File: src/rtl/dart_throw_sequencer.sv
// Dart throw playback sequencer. It replays a loaded script of dart positions one at a time.
// It waits for the current player's done edge, then rotates throws and players until the script ends.
module dart_throw_sequencer #(
  parameter int COORD_W         = 8,
  parameter int N_PLAYERS       = 2,
  parameter int THROWS_PER_TURN = 3,
  parameter int DEPTH           = 32,
  parameter int TIMEOUT         = 1023
) (
  input  logic                         clk,
  input  logic                         reset,
  input  logic                         load_en_i,
  input  logic [$clog2(DEPTH)-1:0]     load_addr_i,
  input  logic [COORD_W-1:0]           load_x_i,
  input  logic [COORD_W-1:0]           load_y_i,
  input  logic [$clog2(DEPTH):0]       script_len_i,
  input  logic                         start_i,
  input  logic [N_PLAYERS-1:0]         player_done_i,
  input  logic                         bust_i,
  input  logic                         game_set_i,
  output logic                         dart_come_o,
  output logic [COORD_W-1:0]           dart_position_x_o,
  output logic [COORD_W-1:0]           dart_position_y_o,
  output logic [$clog2(N_PLAYERS)-1:0] cur_player_o,
  output logic [2:0]                   throw_idx_o,
  output logic                         busy_o,
  output logic                         finished_o,
  output logic                         timeout_o,
  output logic                         wrong_done_o
);

  localparam int AW = $clog2(DEPTH);
  localparam int PW = $clog2(N_PLAYERS);
  localparam int CW = $clog2(TIMEOUT + 1);

  typedef enum logic [2:0] {
    S_IDLE, S_FETCH, S_WAIT, S_ADVANCE, S_DONE, S_ERROR
  } state_e;

  state_e                 state_q;
  logic [2*COORD_W-1:0]   script_mem [DEPTH];
  logic [AW:0]            ptr_q;
  logic [AW:0]            len_q;
  logic [CW-1:0]          cnt_q;
  logic [PW-1:0]          cur_player_q;
  logic [2:0]             throw_idx_q;
  logic [N_PLAYERS-1:0]   done_q;
  logic                   bust_q;
  logic                   dart_come_q;
  logic [COORD_W-1:0]     pos_x_q;
  logic [COORD_W-1:0]     pos_y_q;
  logic                   busy_q;
  logic                   finished_q;
  logic                   timeout_q;
  logic                   wrong_done_q;

  logic                   load_ok;
  logic [N_PLAYERS-1:0]   done_edge;
  logic [N_PLAYERS-1:0]   cur_onehot;
  logic                   cur_edge;
  logic                   other_edge;
  logic [AW:0]            ptr_inc;
  logic                   turn_end;

  assign load_ok    = (state_q == S_IDLE) || (state_q == S_DONE) || (state_q == S_ERROR);
  assign done_edge  = player_done_i & ~done_q;
  assign cur_onehot = N_PLAYERS'(1) << cur_player_q;
  assign cur_edge   = |(done_edge & cur_onehot);
  assign other_edge = |(done_edge & ~cur_onehot);
  assign ptr_inc    = ptr_q + (AW+1)'(1);
  assign turn_end   = (throw_idx_q == 3'(THROWS_PER_TURN - 1)) || bust_q;

  // Script storage is deliberately left out of reset so a reset keeps the loaded game.
  always_ff @(posedge clk) begin
    if (load_en_i && load_ok) begin
      script_mem[load_addr_i] <= {load_x_i, load_y_i};
    end
  end

  always_ff @(posedge clk or negedge reset) begin
    if (!reset) begin
      state_q      <= S_IDLE;
      ptr_q        <= '0;
      len_q        <= '0;
      cnt_q        <= '0;
      cur_player_q <= '0;
      throw_idx_q  <= '0;
      done_q       <= '0;
      bust_q       <= 1'b0;
      dart_come_q  <= 1'b0;
      pos_x_q      <= '0;
      pos_y_q      <= '0;
      busy_q       <= 1'b0;
      finished_q   <= 1'b0;
      timeout_q    <= 1'b0;
      wrong_done_q <= 1'b0;
    end else begin
      done_q       <= player_done_i;
      wrong_done_q <= 1'b0;
      case (state_q)
        S_IDLE, S_DONE, S_ERROR: begin
          if (start_i) begin
            len_q        <= script_len_i;
            ptr_q        <= '0;
            cur_player_q <= '0;
            throw_idx_q  <= '0;
            timeout_q    <= 1'b0;
            if (script_len_i == '0) begin
              state_q    <= S_DONE;
              finished_q <= 1'b1;
            end else begin
              state_q    <= S_FETCH;
              busy_q     <= 1'b1;
              finished_q <= 1'b0;
            end
          end
        end
        S_FETCH: begin
          if (game_set_i) begin
            state_q    <= S_DONE;
            busy_q     <= 1'b0;
            finished_q <= 1'b1;
          end else begin
            {pos_x_q, pos_y_q} <= script_mem[ptr_q[AW-1:0]];
            state_q     <= S_WAIT;
            dart_come_q <= 1'b1;
            cnt_q       <= '0;
          end
        end
        S_WAIT: begin
          wrong_done_q <= other_edge;
          // Priority: game over, then the current player's edge, then the watchdog.
          if (game_set_i) begin
            state_q     <= S_DONE;
            dart_come_q <= 1'b0;
            busy_q      <= 1'b0;
            finished_q  <= 1'b1;
          end else if (cur_edge) begin
            state_q     <= S_ADVANCE;
            dart_come_q <= 1'b0;
            bust_q      <= bust_i;
          end else if (cnt_q == CW'(TIMEOUT - 1)) begin
            state_q     <= S_ERROR;
            dart_come_q <= 1'b0;
            busy_q      <= 1'b0;
            timeout_q   <= 1'b1;
          end else begin
            cnt_q <= cnt_q + CW'(1);
          end
        end
        S_ADVANCE: begin
          if (game_set_i) begin
            state_q    <= S_DONE;
            busy_q     <= 1'b0;
            finished_q <= 1'b1;
          end else begin
            ptr_q <= ptr_inc;
            if (turn_end) begin
              throw_idx_q  <= '0;
              cur_player_q <= (cur_player_q == PW'(N_PLAYERS - 1)) ? '0 : cur_player_q + PW'(1);
            end else begin
              throw_idx_q <= throw_idx_q + 3'd1;
            end
            if (ptr_inc == len_q) begin
              state_q    <= S_DONE;
              busy_q     <= 1'b0;
              finished_q <= 1'b1;
            end else begin
              state_q <= S_FETCH;
            end
          end
        end
        default: begin
          state_q     <= S_IDLE;
          dart_come_q <= 1'b0;
          busy_q      <= 1'b0;
        end
      endcase
    end
  end

  assign dart_come_o       = dart_come_q;
  assign dart_position_x_o = pos_x_q;
  assign dart_position_y_o = pos_y_q;
  assign cur_player_o      = cur_player_q;
  assign throw_idx_o       = throw_idx_q;
  assign busy_o            = busy_q;
  assign finished_o        = finished_q;
  assign timeout_o         = timeout_q;
  assign wrong_done_o      = wrong_done_q;

endmodule

File: config.mk
export PLATFORM = sky130hd
export DESIGN_NAME = dart_throw_sequencer
export DESIGN_NICKNAME = d
export VERILOG_FILES = /design/src/rtl/dart_throw_sequencer.sv
export SDC_FILE = /design/constraint.sdc
export NUM_CORES = 1
export LEC_CHECK = 0
export ABC_AREA = 0
export CORE_MARGIN = 5
export CORE_UTILIZATION = 45
export DETAILED_ROUTE_END_ITERATION = 10
export GPL_TIMING_DRIVEN = 0
export SETUP_SLACK_MARGIN = 0.2
export SLEW_MARGIN = 20
export SYNTH_ARGS = -nofsm -noshare
export SYNTH_HDL_FRONTEND = slang
export SYNTH_SLANG_ARGS = --single-unit
export TNS_END_PERCENT = 30
File: constraint.sdc
create_clock -name clk -period 2.2 [get_ports clk]
set_input_delay 0.44 -clock clk [delete_from_list [all_inputs] [get_ports clk]]
set_output_delay 0.44 -clock clk [all_outputs]
set_load 0.01 [all_outputs]
## Word-level counts from Yosys, hierarchy flattened

Memories as Yosys holds them, arrays and structs flattened. A register that Yosys moved wholly into a read port is not among the register bits.
Cells that the tools add are included.

- $lt $le $gt $ge: 0
- Mux-type cells: 52
- Bitwise operators: 7
- Div/mod/pow operators: 0
- Reductions and logical operators: 27
- $mul: 0
- Add/sub/neg operators: 4
- Equal/unequal tests: 23
- Shift-type cells: 1

Operators with widths:

| operator | count |
|---|---|
| $mux W10 | 4 |
| $mux W3 | 11 |
| $mux W1 | 26 |
| $ne A2 B2 Y1 const B | 10 |
| $pmux W10 S2 | 1 |
| $mux W6 | 2 |
| $pmux W3 S4 | 1 |
| $pmux W6 S2 | 1 |
| $add A10 B1 Y10 const B | 1 |
| $eq A10 B10 Y1 const B | 1 |
| $reduce_and A5 Y1 | 2 |
| $eq A3 B2 Y1 const B | 3 |
| $ne A3 B3 Y1 const B | 3 |
| $reduce_and A3 Y1 | 3 |
| $reduce_and A4 Y1 | 2 |
| $add A6 B1 Y6 const B | 1 |
| $and A2 B2 Y2 | 3 |
| $eq A3 B3 Y1 const B | 2 |
| $eq A6 B6 Y1 | 1 |
| $logic_not A6 Y1 | 1 |
| $pmux W1 S3 | 2 |
| $pmux W3 S2 | 1 |
| $reduce_and A2 Y1 | 3 |
| $reduce_and A6 Y1 | 1 |
| other kinds (19) | 28 |

- Memory bits (read-only): 0
- Input bits: 35
- Bits in latches: 0
- Register bits after elaboration: 37
- Bits in writable memories: 512
- Output and inout port bits: 25
- Logic and storage cells: 128
- Memories: 1

Memory list:

| memory | depth | width | read ports | clocked after memory_dff | wr ports | RTL line | text |
|---|---|---|---|---|---|---|---|
| script_mem | 32 | 16 | 1 | 1 | 1 | 41 | `logic [2*COORD_W-1:0] script_mem [DEPTH];` |

## Longest topological paths before layout

- Word-level depth: 7
- Gate-level depth with buffers: 8
- Mapped depth without buffers: 6

## Least setup slack after synthesis

Ideal clock, no wire load.

- Path type: reg-to-reg
- Start point: reg state_q[1]
- End point: mem script_mem[12][0] (netlist name) (enable)
- Path buffers: 2
- Arrival: 2,036 ps
- Stages on the path, launching flop included: 7
- Path slack: -224 ps
- Required time: 1,812 ps
- Setup time: 388 ps
- Period minus slack after synthesis: 2,424 ps
- Cells stage by stage: dfrtp_1 > buf_4 > nor2_1 > nand2_1 > or3_1 > clkbuf_1 > nor2_1

- Word-level cells in the longest chain between the ends: 6
- Elaborated cells on any way between the ends: 8
- Classes of those cells: eq/ne: 2; mux: 2; reduce/logical: 4

RTL lines:

| what | RTL line | text |
|---|---|---|
| start: declaration | 40 | `state_e state_q;` |
| start signal: assignment | 82 | `state_q <= S_IDLE;` |
| start signal: assignment | 109 | `state_q <= S_DONE;` |
| start signal: assignment | 112 | `state_q <= S_FETCH;` |
| $eq A3 B3 Y1 / $logic_not A3 Y1 (equally long branches) | 65 | `assign load_ok = (state_q == S_IDLE) \|\| (state_q == S_DONE) \|\| (state_q == S_ERROR);` |
| $logic_or A1 B1 Y1 | 65 |  |
| $logic_or A1 B1 Y1 (*) | 65 |  |
| $logic_and A1 B1 Y1 (*) | 75 | `if (load_en_i && load_ok) begin` |
| $mux W1 (*) | 75 |  |
| $mux W1 (implied by the code) (*) | 76 | `script_mem[load_addr_i] <= {load_x_i, load_y_i};` |
| end: declaration | 41 |  |

Mark *: on every way between the ends. The rest lies on a longest branch, timed or not.

==> qor.yml <==
synthToLayoutAreaGrowth_pct: 23.19
synth_common_cells: "edfxtp_1 (512), mux2_2 (199), o22ai_1 (97), mux2i_1 (64), nor2_1 (57)"
synth_top_area_share_pct: 68.14
drtIter0Drc: 980
p_seq_share_pct: 50.5
slew_violations: 0
grt_pass1_wl_um: 82250
combPwrFrac_pct: 13.2
cp_slowest_cell: "or4_4"
synth_xor_area_share_pct: 0.6599
grt_overflow: 0
drtPass1Iterations: 7
hpwl_um: 37010
portBuffers: 58
clock_latency_ps: 610
syn-num-nets: 1346
crit_fanout: 8
startpoint_type: "flip-flop"
power_frac_clock_pct: 36.4
leakage_nw: 9.173
power_mw: 24.77
yosys.area_share.adder_pct: 0.2773
fin_nets: 1537
hold_ws_ps: 208.1
postPlaceCellArea_um2: 24240
wl_per_cell_um: 26.07
synthArstFlopShare_pct: 9.381
ys.flop_type: "edfxtp_1"
cp.arrival_ps: 2680
floorplan.die.width_um: 233.9
synth_compound_gate_area_share_pct: 5.773
antenna_found_initial: 8
dp.cells: 2052
drive_gt1_share_pct: 35.39
cp_cell_sequence: "and2_4, and2_4, buf_12, clkbuf_16, a22o_4, or4_4, o31ai_2"
yosys.area_share.simple_pct: 4.885
muxShareOfSynthArea_pct: 12.77
max_freq_mhz: 461.8
place_congestion: 0.9312
placementRows: 82
synth_cell_type_count: 56
path_clk_slew_ps: 70
syn_avg_cell_area_um2: 17.28
synth_seq_cells: 565
cap_violations: 0
cpLargestDelayFamily: "simple AND/OR/NAND/NOR gates"
design_area_um2: 27800
cp_num_buf_inv: 2
ir_drop_mv: 0.9208
grt_max_degree: 54
internal_power_mw: 18.55
routed_wl_um: 57810
final_cells: 2217
ys_top_cells_by_area: "edfxtp_1 (68%), mux2_2 (9.9%), dfrtp_1 (5.9%), mux2i_1 (2.8%), o22ai_1 (2.7%)"
setup_violations: 0
synth.most_common_cell: "edfxtp_1"
crit_required_ps: 2720
cts.sink_count: 565
power.density_nw_per_um2: 891.0
yosysWarnings: 0
yosys.area.top_type: "edfxtp_1"
tightest_slew_ps: 764.3
grt_usage_pct: 20.62
start_util_pct: 45.25
syn_inst: 1306
path_common_cell: "and2_4"
die_y_um: 233.9
vias: 12590
skew_ps: 19.72
max_slew_margin_pct: 49.05
cts_tree: "built"
drt-vias-per-instance: 5.679
worst_path_largest_cell_delay_ps: 570
cts_made_buffers: 56
hold_class: "input pin to flip-flop"
endpoint_kind: "flip-flop"
status: "complete, no violations"
drtAntennaViolNets: 0
p_switching_mw: 6.214
switching_share_pct: 25.09
synth-edff-count: 512
final_util_pct: 55.74
hold_viol: 0
cts.path.max_buffers: 3
period_share_pct: 98.44
min_period_ps: 2166
syn_area_um2: 22560
cts-htree-levels: 2
cts_root_buf: "clkbuf_16"
core_um2: 49860
dieArea_um2: 54720
drcViolationCount: 0
synth_top_family_by_area: "multiplexers"
ioPinCount: 60
grt_setup_unrepaired: "true"
path_class: "flip-flop to flip-flop"
yosysSeqAreaShare_pct: 74.02
grt_pass1_vias: 12770
[worst register-to-register path, cell delays in order (launching register included)]
cell and delay (ps):
dfrtp_2 430, and2_4 180, and2_4 180, buf_12 150
clkbuf_16 160, a22o_4 230, or4_4 570, o31ai_2 190
[cells in the final DEF, fill, tap and decap left out, types with 34 or more instances in the layout]
cell type        count
clkdlybuf4s50_1     41
clkbuf_16           65
buf_4               35
mux2i_1             64
buf_6               39
nand2_1             34
edfxtp_1           512
mux2_2             198
dfrtp_1             48
o22ai_1             88
[sequential cells by signal, indices dropped and copies added, names as in the netlist]
name               count
done_q                 2
dart_come_o            1
bust_q                 1
finished_o             1
len_q                  6
busy_o                 1
ptr_q                  6
cnt_q                 10
cur_player_o           1
dart_position_y_o      8
script_mem           512
wrong_done_o           1
timeout_o              1
state_q                3
dart_position_x_o      8
throw_idx_o            3
[per-stage QoR]
step	setup TNS, ps	setup slack [ps]
after CTS	0	19.44
after floorplan	0	65.00
final	0	34.40
after detailed placement	-261890	-765.3
after global routing	0	0.04885
after global placement	-515950	-1229
[cells by family after synthesis]
family | after synthesis
and+or+nand+nor | 198
xor gates and xnor gates | 17
buffers and inverters | 72
adders and majority gates | 5
AOI/OAI and AO/OA | 186
DFF | 565
muxes | 263
[routing by layer]
layer  track usage, %  vias to the layer above  share of wire [%]
li1                 -                     5632                  -
met1            25.95                     6457                 40
met2            34.65                      375                 50
met3            4.468                      121                6.3
met4            8.992                        6                4.1
met5                0                        -              0.071
[power by group through the flow]
stage / clock (mW) / combinational [mW] / sequential, mW
2_1_floorplan: 0 / 1.26 / 12.6
3_3_place_gp: 0 / 2.49 / 12.7
3_5_place_dp: 0 / 2.55 / 12.7
4_1_cts: 9.17 / 2.91 / 12.5
5_1_grt: 9.65 / 3.45 / 12.5
6_report: 9.01 / 3.26 / 12.5
[layout make-up]
cell class                      instances  area, um^2
Tap cell                              672       840.8
Buffer                                 63       752.0
Inverter                                9       33.78
Fill cell                            3954       22070
Clock inverter                         38       266.5
Multi-Input combinational cell        669        6197
Clock buffer                           66        1439
Timing Repair Buffer                  133        1554
Sequential cell                       565       16710
Antenna cell                            2       5.005
[path summary, 6_finish.rpt]
check / startpoint / end / slack [ps] / cells after the start
max: ptr_q[4] / dart_position_y_o[7] / 30 / 7
min: game_set_i / state_q[1] / 210 / 4
max reg2reg: ptr_q[4] / dart_position_y_o[7] / 30 / 7
min reg2reg: timeout_o / timeout_o / 490 / 1
max in group asynchronous: reset / cur_player_o / 1230 / 2
min in group asynchronous: reset / cnt_q[8] / 410 / 2
[timing repair]
action	4_1_cts	5_1_grt
hold buffers	1	0
endpoints found under the hold margin	53	0
cloned	0	9
resized for setup	127	133
endpoints found under the setup margin	566	383
setup buffers	35	14
pin swaps	34	42
Note: power is estimated with default switching activity, not from simulation.
